===== config.mk =====
export PLATFORM = sky130hd
export DESIGN_NAME = if_fetch
export DESIGN_NICKNAME = d
export VERILOG_FILES = /design/src/rtl/if_fetch_pkg.sv /design/src/rtl/if_fetch.sv
export SDC_FILE = /design/constraint.sdc
export NUM_CORES = 1
export LEC_CHECK = 0
export BUFFER_PORTS_ARGS = -buffer_cell sky130_fd_sc_hd__buf_4
export CAP_MARGIN = 10
export CELL_PAD_IN_SITES_DETAIL_PLACEMENT = 0
export CELL_PAD_IN_SITES_GLOBAL_PLACEMENT = 1
export CORE_ASPECT_RATIO = 1.2
export CORE_MARGIN = 1
export CORE_UTILIZATION = 43
export CTS_BUF_LIST = sky130_fd_sc_hd__clkbuf_16
export CTS_CLUSTER_SIZE = 8
export DETAILED_ROUTE_END_ITERATION = 8
export PLACE_DENSITY = 0.81
export REMOVE_ABC_BUFFERS = 1
export SLEW_MARGIN = 0
export SYNTH_ARGS = -nofsm -noshare
export SYNTH_HDL_FRONTEND = slang
export SYNTH_SLANG_ARGS = --single-unit

===== constraint.sdc =====
create_clock -name clk -period 3.36 [get_ports clk]
set_clock_uncertainty 0.05 [all_clocks]
set_input_delay 0.336 -clock clk [delete_from_list [all_inputs] [get_ports clk]]
set_output_delay 0.336 -clock clk [all_outputs]
set_load 0.02 [all_outputs]

===== src/rtl/if_fetch_pkg.sv =====
// Shared definitions for the instruction-fetch stage: FSM encoding,
// PC step and instruction width.
package if_fetch_pkg;

    localparam int          INSTR_W = 32;
    localparam logic [31:0] PC_STEP = 32'd4;

    typedef enum logic [1:0] {
        S_REQ  = 2'd0,
        S_WAIT = 2'd1,
        S_HOLD = 2'd2,
        S_DROP = 2'd3
    } fetch_state_t;

    // Word-align a redirect address (clears the byte-offset bits).
    function automatic logic [31:0] align_pc(input logic [31:0] pc);
        return pc & ~(PC_STEP - 32'd1);
    endfunction

endpackage


===== src/rtl/if_fetch.sv =====
// Instruction fetch stage: one outstanding memory request, a one-entry hold
// buffer for responses that arrive while IF/ID is stalled, and flush/drop handling.
module if_fetch
    import if_fetch_pkg::*;
#(
    parameter logic [31:0] RESET_PC = 32'h0000_0000
) (
    input  logic               clk,
    input  logic               reset,
    input  logic               is_stall,
    input  logic               is_flush,
    input  logic [31:0]        target_pc,
    output logic               imem_req_valid,
    input  logic               imem_req_ready,
    output logic [31:0]        imem_addr,
    input  logic               imem_resp_valid,
    input  logic [INSTR_W-1:0] imem_resp_data,
    output logic               is_valid_out,
    output logic [31:0]        pc_out,
    output logic [INSTR_W-1:0] instr_out
);

    fetch_state_t       r_state;
    fetch_state_t       w_state_nxt;
    logic [31:0]        r_pc;
    logic [31:0]        r_req_pc;
    logic               r_hold_vld;
    logic [31:0]        r_hold_pc;
    logic [INSTR_W-1:0] r_hold_instr;

    logic               w_slot_free;
    logic               w_req_fire;
    logic               w_load;
    logic [31:0]        w_load_pc;
    logic [INSTR_W-1:0] w_load_instr;
    logic               w_capture;

    // The output slot can take a new word when empty or when it is being consumed.
    assign w_slot_free    = !is_valid_out || !is_stall;
    assign imem_req_valid = (r_state == S_REQ) && !is_flush && w_slot_free && !reset;
    assign imem_addr      = r_pc;
    assign w_req_fire     = imem_req_valid && imem_req_ready;

    // Next-state and output-load selection.
    always_comb begin
        w_state_nxt  = r_state;
        w_load       = 1'b0;
        w_load_pc    = r_req_pc;
        w_load_instr = imem_resp_data;
        w_capture    = 1'b0;
        case (r_state)
            S_REQ: begin
                if (is_flush) begin
                    w_state_nxt = S_REQ;
                end else if (w_req_fire) begin
                    w_state_nxt = S_WAIT;
                end else begin
                    w_state_nxt = S_REQ;
                end
            end
            S_WAIT: begin
                if (is_flush) begin
                    // A response arriving with the flush is simply ignored.
                    w_state_nxt = imem_resp_valid ? S_REQ : S_DROP;
                end else if (imem_resp_valid) begin
                    if (w_slot_free) begin
                        w_load      = 1'b1;
                        w_state_nxt = S_REQ;
                    end else begin
                        w_capture   = 1'b1;
                        w_state_nxt = S_HOLD;
                    end
                end else begin
                    w_state_nxt = S_WAIT;
                end
            end
            S_HOLD: begin
                if (is_flush) begin
                    w_state_nxt = S_REQ;
                end else if (!is_stall && r_hold_vld) begin
                    w_load       = 1'b1;
                    w_load_pc    = r_hold_pc;
                    w_load_instr = r_hold_instr;
                    w_state_nxt  = S_REQ;
                end else begin
                    w_state_nxt = S_HOLD;
                end
            end
            S_DROP: begin
                if (imem_resp_valid) begin
                    w_state_nxt = S_REQ;
                end else begin
                    w_state_nxt = S_DROP;
                end
            end
            default: begin
                w_state_nxt = S_REQ;
            end
        endcase
    end

    // FSM state register.
    always_ff @(posedge clk) begin
        if (reset) begin
            r_state <= S_REQ;
        end else begin
            r_state <= w_state_nxt;
        end
    end

    // Fetch PC and in-flight request PC.
    always_ff @(posedge clk) begin
        if (reset) begin
            r_pc     <= RESET_PC;
            r_req_pc <= 32'd0;
        end else if (is_flush) begin
            r_pc <= align_pc(target_pc);
        end else if (w_req_fire) begin
            r_req_pc <= r_pc;
            r_pc     <= r_pc + PC_STEP;
        end
    end

    // Presented instruction; a load wins over consumption of the previous word.
    always_ff @(posedge clk) begin
        if (reset) begin
            is_valid_out <= 1'b0;
            pc_out       <= 32'd0;
            instr_out    <= {INSTR_W{1'b0}};
        end else if (is_flush) begin
            is_valid_out <= 1'b0;
        end else if (w_load) begin
            is_valid_out <= 1'b1;
            pc_out       <= w_load_pc;
            instr_out    <= w_load_instr;
        end else if (!is_stall) begin
            is_valid_out <= 1'b0;
        end
    end

    // One-entry hold buffer for a response that met a stalled, full output slot.
    always_ff @(posedge clk) begin
        if (reset) begin
            r_hold_vld   <= 1'b0;
            r_hold_pc    <= 32'd0;
            r_hold_instr <= {INSTR_W{1'b0}};
        end else if (is_flush) begin
            r_hold_vld <= 1'b0;
        end else if (w_capture) begin
            r_hold_vld   <= 1'b1;
            r_hold_pc    <= r_req_pc;
            r_hold_instr <= imem_resp_data;
        end else if (w_load) begin
            r_hold_vld <= 1'b0;
        end
    end

endmodule


==> results of run 1 <==
-- layer usage --
metal / share of wire / GRT usage
met4: 0.017 / 0.0916
met3: 0.045 / 0.0362
met5: 0 / 0
met2: 0.47 / 0.338
met1: 0.46 / 0.271
-- layout by cell type (no fill, tap or decap), drive strengths merged, types with 10 or more instances in the layout --
master	synthesis	layout
nand2	211	211
dfxtp	188	188
buf	28	172
a21oi	112	112
nor2	82	82
a211oi	63	63
mux2i	62	62
a31oi	19	19
clkbuf	51	17
nand3	16	16
nand4	13	13
o21ai	11	11
and2	10	10
-- final cells by class --
cell class	count	area [sq um]
sequential	188	3760
clock buffer	17	425
tap	224	280
clock inverter	14	146
multi-input combinational	677	3820
timing repair buffer	172	1320
inverter	6	22.5
fill	1781	8330
-- worst max-delay path by stage --
stage	endpoint	slack, ns
6_report	imem_addr[4]	1.01
5_1_grt	imem_addr[28]	0.90
4_1_cts	imem_addr[4]	1.01
3_5_place_dp	imem_addr[4]	0.91
3_3_place_gp	imem_addr[4]	0.96
2_1_floorplan	r_hold_vld	-4.79
-- report_power, final --
part           internal (mW)  switching [mW]  leakage (nW)
clock                   1.09           0.874         0.273
sequential              2.26          0.0487          1.52
combinational          0.131           0.170          2.15
-- cell families after synthesis --
family                   share of synthesized area
adder cells (fa/ha/maj)                    0.00949
buffers and inverters                       0.0466
multiplexers                                0.0870
AO/OA/AOI/OAI                                0.173
XOR/XNOR                                   0.00996
AND/OR/NAND/NOR                              0.197
other                                     0.000474
flip-flops                                   0.476
-- state kept, by name, summed over array words and instances (netlist names) --
register	cells
imem_addr	30
instr_out	32
is_valid_out	1
pc_out	30
r_hold_instr	32
r_hold_pc	30
r_hold_vld	1
r_req_pc	30
r_state	2
-- Yosys cell counts, types with 3 or more instances --
| master | count |
|---|---|
| nand2_1 | 211 |
| dfxtp_1 | 188 |
| a21oi_1 | 112 |
| nor2_1 | 82 |
| a211oi_1 | 63 |
| mux2i_1 | 62 |
| clkbuf_1 | 51 |
| a31oi_1 | 19 |
| nand3_1 | 16 |
| nand4_1 | 12 |
| buf_1 | 11 |
| o21ai_0 | 11 |
| and2_1 | 10 |
| buf_2 | 10 |
| nor3_1 | 8 |
| o22ai_1 | 8 |
| xor2_1 | 7 |
| ha_1 | 6 |
| inv_1 | 6 |
| mux2_2 | 6 |
| and3_1 | 5 |
| buf_4 | 4 |
| a32oi_1 | 3 |
| buf_6 | 3 |
| nand2b_1 | 3 |
| nor4_1 | 3 |
-- metrics by stage --
step	hold WS, ns	setup slack, ns	total power, mW	TNS [ns]
final	0.0928	1.01	4.58	0
after global routing	0.0932	0.901	4.74	0
after CTS	0.0627	1.01	4.64	0
after detailed placement	0.396	0.909	2.66	0
after global placement	0.390	0.963	2.66	0
after floorplan	0.355	-4.79	2.47	-304.91
==> out/qor.yml, run 1 <==
worst_setup_path:
  path_class: "reg -> reg"
  r2r_cells: 7
  cp_data_arrival_time_ns: 2.61
  critical-path-max-stage-delay_ns: 0.60
  worstPathRequired_ns: 3.61
  ff2ff_setup_slack_ns: 1.01
  cp_num_buf_inv: 1
  crit_path_start: "r_state[1]"
  endpoint_kind: "register"
  cp_top_family: "simple AND/OR/NAND/NOR gates"
  crit_fanout: 66
  crit-reg2reg-launch: "r_state[1]"
  crit_chain: "inv_1 -> ha_1 -> a21bo_2 -> or3_4 -> nand2_1 -> o21ai_0 -> a2111oi_0"
  cp-start-kind: "register"
  crit_slowest_cell: "or3_4"
  worstReg2RegEnd: "imem_addr[4]"
  path_depth: 7
synth:
  synthTopCellsByArea: "dfxtp_1, nand2_1, mux2i_1, a21oi_1, a211oi_1"
  synth_edf_count: 0
  ys_seq_area_frac: 0.476
  ys_seq_elements: 188
  synthFlopType: "dfxtp_1"
  synth_top_area_cell: "dfxtp_1"
  synth_top_area_share: 0.476
  syn_inst: 947
  syn_avg_cell_area_sq_um: 8.36
  synth_cell_types: 50
  yosys_warnings: 0
  synthArstFlopShare: 0
  synth_area_sq_um: 7910
drt:
  wl_per_cell_um: 15.0
  avgViaCountPerCell: 5.25
  dr.pass1.iters: 4
  via_count: 6810
  drc: 0
  final_antenna_net_count: 0
  routed_wirelength_mm: 19.5
  first_iter_violations: 423
sta:
  rsz0062_at_grt: "false"
  tightestPinTransition_ns: 0.885
  finalHoldViolations: 0
  fmax_mhz: 425
  min_period_ns: 2.35
  finalSetupViolCount: 0
  period_share: 0.701
  final_max_slew_viol_count: 0
  slew_headroom: 0.410
layout:
  diodes: 0
  drive_above_1_share: 0.204
  finalInstanceArea_sq_um: 9780
  synthToLayoutAreaGrowth_pct: 23.5
  nets: 1138
  finalNonFillerCells: 1298
  fin_util: 0.540
clocking:
  htreeDepth: 4
  cts_buffers: 17
  cts-resized-gates: 0
  cts_setup_buffers: 0
  tritoncts: "built"
  clockBufferDepth: 2
  cts_sinks: 188
  insertion_delay_ns: 0.43
  path_clk_slew_ns: 0.07
  postCtsHoldBufs: 0
  clock-root-buffer: "clkbuf_16"
die:
  die_x_um: 126
  num_rows: 54
  core_sq_um: 18100
  design.die.area_sq_um: 19000
  dieHeight_um: 151
  ioPinCount: 168
  start_util: 0.437
power_and_ir_drop:
  p_per_area_nw_per_um2: 468
  ir_drop_mv: 0.351
  leakagePower_nw: 3.94
global_route:
  track_usage: 0.208
  grt_pass1_vias: 6070
  grt_pass1_wl_mm: 31.1
  grt_max_degree: 185
  grt-ovfl-total: 0
  antenna_found_initial: 0
min_path:
  hp-class: "in -> reg"
  whs_path_depth: 2
  hold_start: "target_pc[6]"
  worstHoldEndpoint: "imem_addr[6]"
placement:
  dp.cells: 1267
  place.gp.congestion: 0.857
  dpl.hpwl_mm: 12.0
  placed_area_sq_um: 9200
  io_buffers: 161
flow_run:
  cap_violations: 0
status:
  run_status: "completed"
Power figures use the tool's default switching activity.
==> inputs of run 2 (changes only) <==
--- a/config.mk
+++ b/config.mk
@@ -11,11 +11,11 @@
 export CELL_PAD_IN_SITES_GLOBAL_PLACEMENT = 1
 export CORE_ASPECT_RATIO = 1.2
 export CORE_MARGIN = 1
-export CORE_UTILIZATION = 43
+export CORE_UTILIZATION = 36
 export CTS_BUF_LIST = sky130_fd_sc_hd__clkbuf_16
 export CTS_CLUSTER_SIZE = 8
 export DETAILED_ROUTE_END_ITERATION = 8
-export PLACE_DENSITY = 0.81
+export PLACE_DENSITY = 0.72
 export REMOVE_ABC_BUFFERS = 1
 export SLEW_MARGIN = 0
 export SYNTH_ARGS = -nofsm -noshare
==> constraint.sdc (replaced) <==
create_clock -name clk -period 1.95 [get_ports clk]
set_clock_uncertainty 0.05 [all_clocks]
set_input_delay 0.195 -clock clk [delete_from_list [all_inputs] [get_ports clk]]
set_output_delay 0.195 -clock clk [all_outputs]
set_load 0.02 [all_outputs]
==> run 2 against run 1 <==
The flow now finishes with violations (setup timing). Count of clock-buffer cells in the layout is the same. Wire length increased by 25%. Non-clock buffer count grew 132. Clock power is 69% higher. Combinational power grew to 2.5 times the previous value. Sequential power grew 71%. Setup slack got worse by 1.0 ns. Global-route usage fell by 0.10 points. Critical path depth increased by 4. Critical path type unchanged. Largest cell class unchanged.
==> out/qor.yml, run 2 (synthesis gave the netlist of run 1 again) <==
die:
  ioPinCount: 168  # unchanged
  dieHeight_um: 164  # +9.2%
  design.die.area_sq_um: 22600  # +19%
  start_util: 0.366  # -0.0712
  num_rows: 59  # +9.3%
  core_sq_um: 21600  # +19%
  die_x_um: 137  # +9.1%
worst_setup_path:
  worstPathRequired_ns: 2.25  # -1.36 ns
  cp_top_family: "buffers and inverters"
  cp-start-kind: "register"
  crit_fanout: 6  # -91%
  cpMostUsedCell: "buf_6"
  worstReg2RegEnd: "instr_out[9]"
  critical-path-max-stage-delay_ns: 0.35  # -0.25 ns
  r2r_cells: 11  # +4
  path_class: "reg -> reg"
  cp_num_buf_inv: 6  # +5
  crit_slowest_cell: "dfxtp_2"
  crit_chain: "inv_2 -> buf_6 -> ha_4 -> and3b_1 -> a31oi_1 -> nor3b_2 -> buf_6 -> buf_8 -> buf_12 -> clkbuf_16 -> a211oi_2"
  endpoint_kind: "register"
  ff2ff_setup_slack_ns: -0.005  # -1.01 ns
  crit-reg2reg-launch: "r_state[0]"
  cp_data_arrival_time_ns: 2.26  # -0.35 ns
sta:
  finalSetupViolCount: 3  # +3
  worst_slack_ns: -0.00532  # -1.01 ns
  finalHoldViolations: 0  # unchanged
  final_max_slew_viol_count: 0  # unchanged
  setup_tns_ns: -0.00917  # -0.00917 ns
  min_period_ns: 1.96  # -0.399 ns
  fmax_mhz: 511  # +20%
  slew_headroom: 0.532  # +0.122
  tightestPinTransition_ns: 0.701  # -0.183 ns
  rsz0062_at_grt: "true"
  period_share: 1.00  # +0.302
flow_run:
  cap_violations: 0  # unchanged
min_path:
  hold_start: "target_pc[11]"
  worstHoldEndpoint: "imem_addr[11]"
  hp-class: "in -> reg"
  whs_path_depth: 3  # +1
global_route:
  grt-ovfl-total: 0  # unchanged
  track_usage: 0.207  # -0.00104
  antenna_found_initial: 0  # unchanged
  grt_pass1_vias: 6750  # +11%
  grt_max_degree: 84  # -55%
  grt_pass1_wl_mm: 35.9  # +15%
layout:
  nets: 1271  # +12%
  synthToLayoutAreaGrowth_pct: 47.2
  finalNonFillerCells: 1482  # +14%
  diodes: 0  # unchanged
  final_common_cell: "buf_4"
  finalInstanceArea_sq_um: 11600  # +19%
  drive_above_1_share: 0.299  # +0.0949
  reg.largest.list: "instr_out x32, r_hold_instr x32"
  num-fill-cells: 2045  # +15%
  final_cell_mix: "buf_4, nand2_1, dfxtp_1"
clocking:
  clockBufferDepth: 2  # unchanged
  path_clk_slew_ns: 0.08  # about the same
  insertion_delay_ns: 0.43  # about the same
  cts_sinks: 188  # unchanged
  htreeDepth: 4  # unchanged
  tritoncts: "built"
  cts_buffers: 17  # unchanged
  clock-root-buffer: "clkbuf_16"
drt:
  dr.pass1.iters: 4  # unchanged
  via_count: 7478  # +9.8%
  routed_wirelength_mm: 24.4  # +25%
  drc: 0  # unchanged
  avgViaCountPerCell: 5.05  # -3.8%
  first_iter_violations: 389  # -8.0%
  wl_per_cell_um: 16.5  # +9.6%
  final_antenna_net_count: 0  # unchanged
status:
  run_status: "finished with violations"
  violations: "setup timing"
placement:
  dp.cells: 1373  # +8.4%
  place.gp.congestion: 0.836  # -2.5%
  dpl.hpwl_mm: 14.2  # +18%
  pre_cts_ws_ns: -0.183  # -1.09 ns
  io_buffers: 161  # unchanged
  placed_area_sq_um: 9790  # +6.3%
power_and_ir_drop:
  p_per_area_nw_per_um2: 689  # +47%
  p_total_mw: 8.02  # +75%
  ir_drop_mv: 0.574  # +63%
  leakagePower_nw: 4.78  # +21%
run 2: cell types whose count changed in the layout (fill, tap and decap cells not counted), sizes merged:
cell / before / now
clkinvlp: 3 / 2
inv: 9 / 16
clkbuf: 17 / 27
buf: 172 / 242
or3: 2 / 3
dlygate4sd3: 0 / 51
bufinv: 2 / 0
bufbuf: 0 / 1
clkinv: 6 / 3
run 2: repair_timing:
action                                 4_1_cts  5_1_grt
resized for setup                           31       50
endpoints found under the hold margin       51        0
buffers inserted                             6        6
pin swaps                                    0       25
setup endpoints to repair                   42       72
hold buffers                                51        0
cloned                                       4       11
run 2: per-layer routing:
metal	vias to the layer above	track usage	routed length, um
met2	181	0.338	11700
li1	3789	-	-
met1	3483	0.274	11300
met5	-	0	0
met3	25	0.0374	920
met4	0	0.0669	468
run 2: final cells by class:
cell class,instances,area (sq um),area share
clock buffers,17,425,0.0365
clock inverters,15,125,0.0107
inverters,6,22.5,0.00193
multi-input cells,678,4120,0.354
flip-flops and latches,188,3760,0.323
well taps,274,343,0.0294
repair buffers,304,2840,0.244
run 2: power breakdown:
group | leakage, nW | switching (mW) | internal, mW
logic | 2.99 | 0.390 | 0.371
registers | 1.52 | 0.0504 | 3.89
clock network | 0.268 | 1.64 | 1.68
total | 4.78 | 2.08 | 5.94
run 2: worst max-delay path by stage:
stage | cells after the start | from | end | slack [ns]
2_1_floorplan | 7 | r_state[0] | r_hold_vld | -6.20
3_3_place_gp | 7 | r_state[0] | imem_addr[17] | -0.07
3_5_place_dp | 7 | r_state[0] | imem_addr[22] | -0.18
4_1_cts | 10 | r_state[0] | pc_out[29] | 0.02
5_1_grt | 11 | r_state[0] | instr_out[9] | -0.09
6_report | 11 | r_state[0] | instr_out[9] | -0.005
run 2: per-stage QoR:
step                hold slack (ns)   util
floorplan                     0.214      -
global placement              0.385  0.452
detailed placement            0.382  0.452
CTS                         0.00431  0.515
global route                 0.0183  0.538
finish                       0.0245  0.538
run 2: worst min-delay path, stage by stage:
cell	delay, ns
buf_4	0.12
nand2_1	0.06
a31oi_1	0.07
==> inputs of run 3 (changes only) <==
--- a/config.mk
+++ b/config.mk
@@ -11,11 +11,11 @@
 export CELL_PAD_IN_SITES_GLOBAL_PLACEMENT = 1
 export CORE_ASPECT_RATIO = 1.2
 export CORE_MARGIN = 1
-export CORE_UTILIZATION = 36
+export CORE_UTILIZATION = 40
 export CTS_BUF_LIST = sky130_fd_sc_hd__clkbuf_16
 export CTS_CLUSTER_SIZE = 8
 export DETAILED_ROUTE_END_ITERATION = 8
-export PLACE_DENSITY = 0.72
+export PLACE_DENSITY = 0.76
 export REMOVE_ABC_BUFFERS = 1
 export SLEW_MARGIN = 0
 export SYNTH_ARGS = -nofsm -noshare
==> constraint.sdc (replaced) <==
create_clock -name clk -period 1.94 [get_ports clk]
set_clock_uncertainty 0.05 [all_clocks]
set_input_delay 0.194 -clock clk [delete_from_list [all_inputs] [get_ports clk]]
set_output_delay 0.194 -clock clk [all_outputs]
set_load 0.02 [all_outputs]
==> run 3 against run 2 <==
The run now ends clean. Combinational power is 2% lower. Global-route usage rose by 0.46 points. Via count fell by 1.2%. Utilization is 4.6 points higher. Sequential share of layout area grew 0.77 points. Critical path depth down 3. Die area fell by 9.9%. Clock power about the same. Worst hold slack lost 0.0075 ns.
==> out/qor.yml, run 3 (synthesis gave the netlist of run 1 again) <==
status:
  run_status: "completed"
drt:
  avgViaCountPerCell: 5.08  # +0.66%
  via_count: 7385  # -1.2%
  final_antenna_net_count: 0  # unchanged
  drc: 0  # unchanged
  dr.pass1.iters: 4  # unchanged
  first_iter_violations: 412  # +5.9%
  wl_per_cell_um: 16.1  # -2.2%
  routed_wirelength_mm: 23.4  # -4.0%
power_and_ir_drop:
  internal_power_mw: 6.04  # +1.7%
  p_comb_frac: 0.093  # -0.002
  netSwitchingFraction: 0.246  # -0.0137
  clockPowerShare: 0.412  # -0.002
  p_per_area_nw_per_um2: 703  # +2.1%
  p_sw_mw: 1.97  # -5.4%
  ir_drop_mv: 0.627  # +9.4%
  pwr-share-seq: 0.495  # +0.004
  leakagePower_nw: 4.68  # -2.1%
sta:
  worst_slack_ns: 0.00897  # +0.0143 ns
  min_period_ns: 1.93  # -0.0243 ns
  final_max_slew_viol_count: 0  # unchanged
  fmax_mhz: 518  # +1.3%
  period_share: 0.995  # -0.00735
  rsz0062_at_grt: "true"
  tightestPinTransition_ns: 0.526  # -0.175 ns
  finalSetupViolCount: 0  # -3
  slew_headroom: 0.649  # +0.117
  whs_ns: 0.0169  # -0.00753 ns
  finalHoldViolations: 0  # unchanged
worst_setup_path:
  cp-start-kind: "register"
  critical-path-max-stage-delay_ns: 0.46  # +0.11 ns
  ff2ff_setup_slack_ns: 0.009  # about the same
  path_class: "reg -> reg"
  crit_slowest_cell: "or3_4"
  worstPathRequired_ns: 2.25  # about the same
  cp_num_buf_inv: 2  # -4
  endpoint_kind: "register"
  cp_top_family: "simple AND/OR/NAND/NOR gates"
  crit_chain: "inv_4 -> ha_4 -> a21bo_4 -> or3_4 -> buf_6 -> nor4_4 -> a221oi_2 -> nor2_1"
  cp_data_arrival_time_ns: 2.24  # -0.02 ns
  crit_fanout: 5  # -1
clocking:
  path_clk_slew_ns: 0.07  # about the same
  clockBufferDepth: 2  # unchanged
  insertion_delay_ns: 0.43  # about the same
  cts_sinks: 188  # unchanged
  htreeDepth: 4  # unchanged
  clock-root-buffer: "clkbuf_16"
  cts_buffers: 17  # unchanged
  tritoncts: "built"
layout:
  synthToLayoutAreaGrowth_pct: 43.9
  drive_above_1_share: 0.267  # -0.0314
  final_cell_mix: "nand2_1, buf_4, dfxtp_1"
  final_common_cell: "nand2_1"
  finalInstanceArea_sq_um: 11400  # -2.2%
  multiInputGateArea_sq_um: 3970  # -3.7%
  nets: 1256  # -1.2%
  layout.area.seq_sq_um: 3770  # about the same
  diodes: 0  # unchanged
  reg.largest.list: "instr_out x32, r_hold_instr x32"
  num-fill-cells: 1832  # -10%
global_route:
  track_usage: 0.211  # +0.00462
  grt_max_degree: 105  # +25%
  antenna_found_initial: 0  # unchanged
  grt_pass1_wl_mm: 33.8  # -6.0%
  grt_pass1_vias: 6495  # -3.8%
  grt-ovfl-total: 0  # unchanged
placement:
  io_buffers: 161  # unchanged
  placed_area_sq_um: 9750  # -0.42%
  place.gp.congestion: 0.836  # about the same
  pre_cts_ws_ns: -0.0511  # +0.132 ns
  dpl.hpwl_mm: 13.9  # -2.5%
die:
  start_util: 0.406  # +0.0404
  design.die.area_sq_um: 20400  # -9.9%
  ioPinCount: 168  # unchanged
  num_rows: 56  # -5.1%
  die_x_um: 130  # -5.1%
  dieHeight_um: 156  # -5.1%
  core_sq_um: 19500  # -9.9%
flow_run:
  cap_violations: 0  # unchanged
min_path:
  hp-class: "in -> reg"
## run 3: cell count changes in the layout (fill, tap and decap cells not counted), sizes merged
cell | before | now
buf | 242 | 228
bufinv | 0 | 1
clkbuf | 27 | 29
clkinv | 3 | 9
dlygate4sd3 | 51 | 48
inv | 16 | 9
## run 3: area by class of cell
type                            instances  share of cell area
Timing Repair Buffer                  289               0.241
Tap cell                              261              0.0287
Clock inverter                         15              0.0110
Multi-Input combinational cell        678               0.349
Inverter                                6             0.00220
Clock buffer                           17              0.0374
Sequential cell                       188               0.331
## run 3: power by group through the flow
stage,clock network (mW),registers (mW),logic [mW]
after floorplan,0,4.10,0.165
after global placement,0,4.05,0.617
after detailed placement,0,4.05,0.618
after CTS,3.40,3.96,0.710
after global routing,3.56,3.97,0.800
final,3.30,3.96,0.744
## run 3: worst register-to-register path: cells and delay by family (launching register included)
kind	cells	cell delay (ns)
flip-flops	1	0.35
adder cells (fa/ha/maj)	1	0.12
AO/OA/AOI/OAI	2	0.30
AND/OR/NAND/NOR	3	0.83
buffers and inverters	2	0.22
## run 3: final timing paths
kind / start / end / cells after the start
worst min register to register: r_hold_pc[5] / r_hold_pc[5] / 2
worst max-delay path: r_state[1] / imem_addr[9] / 8
worst max register to register: r_state[1] / imem_addr[9] / 8
worst min-delay path: target_pc[21] / imem_addr[21] / 3
## run 3: timing repair
item                       4_1_cts  5_1_grt
hold endpoints to repair        48        0
gates resized for setup          5       42
pin swaps                        2       25
setup endpoints to repair       19      109
hold buffers                    48        0
buffers inserted                 1        8
gates cloned                     1       14
## run 3: through the flow
| stage | power, mW | utilization | setup TNS [ns] | std cells |
|---|---|---|---|---|
| detailed placement | 4.67 | 0.500 | -0.243 | 1350 |
| floorplan | 4.27 | - | -522.57 | 871 |
| global route | 8.33 | 0.585 | -2.73 | 1454 |
| finish | 8.01 | 0.585 | 0 | 1454 |
| global placement | 4.66 | 0.500 | -0.00109 | 1350 |
| CTS | 8.07 | 0.556 | -0.0123 | 1432 |
## run 3: layer usage
layer,up-vias,part of all wire,track usage
li1,3759,-,-
met2,176,0.48,0.346
met5,-,0,0
met4,0,0.011,0.0547
met3,17,0.041,0.0415
met1,3433,0.46,0.282
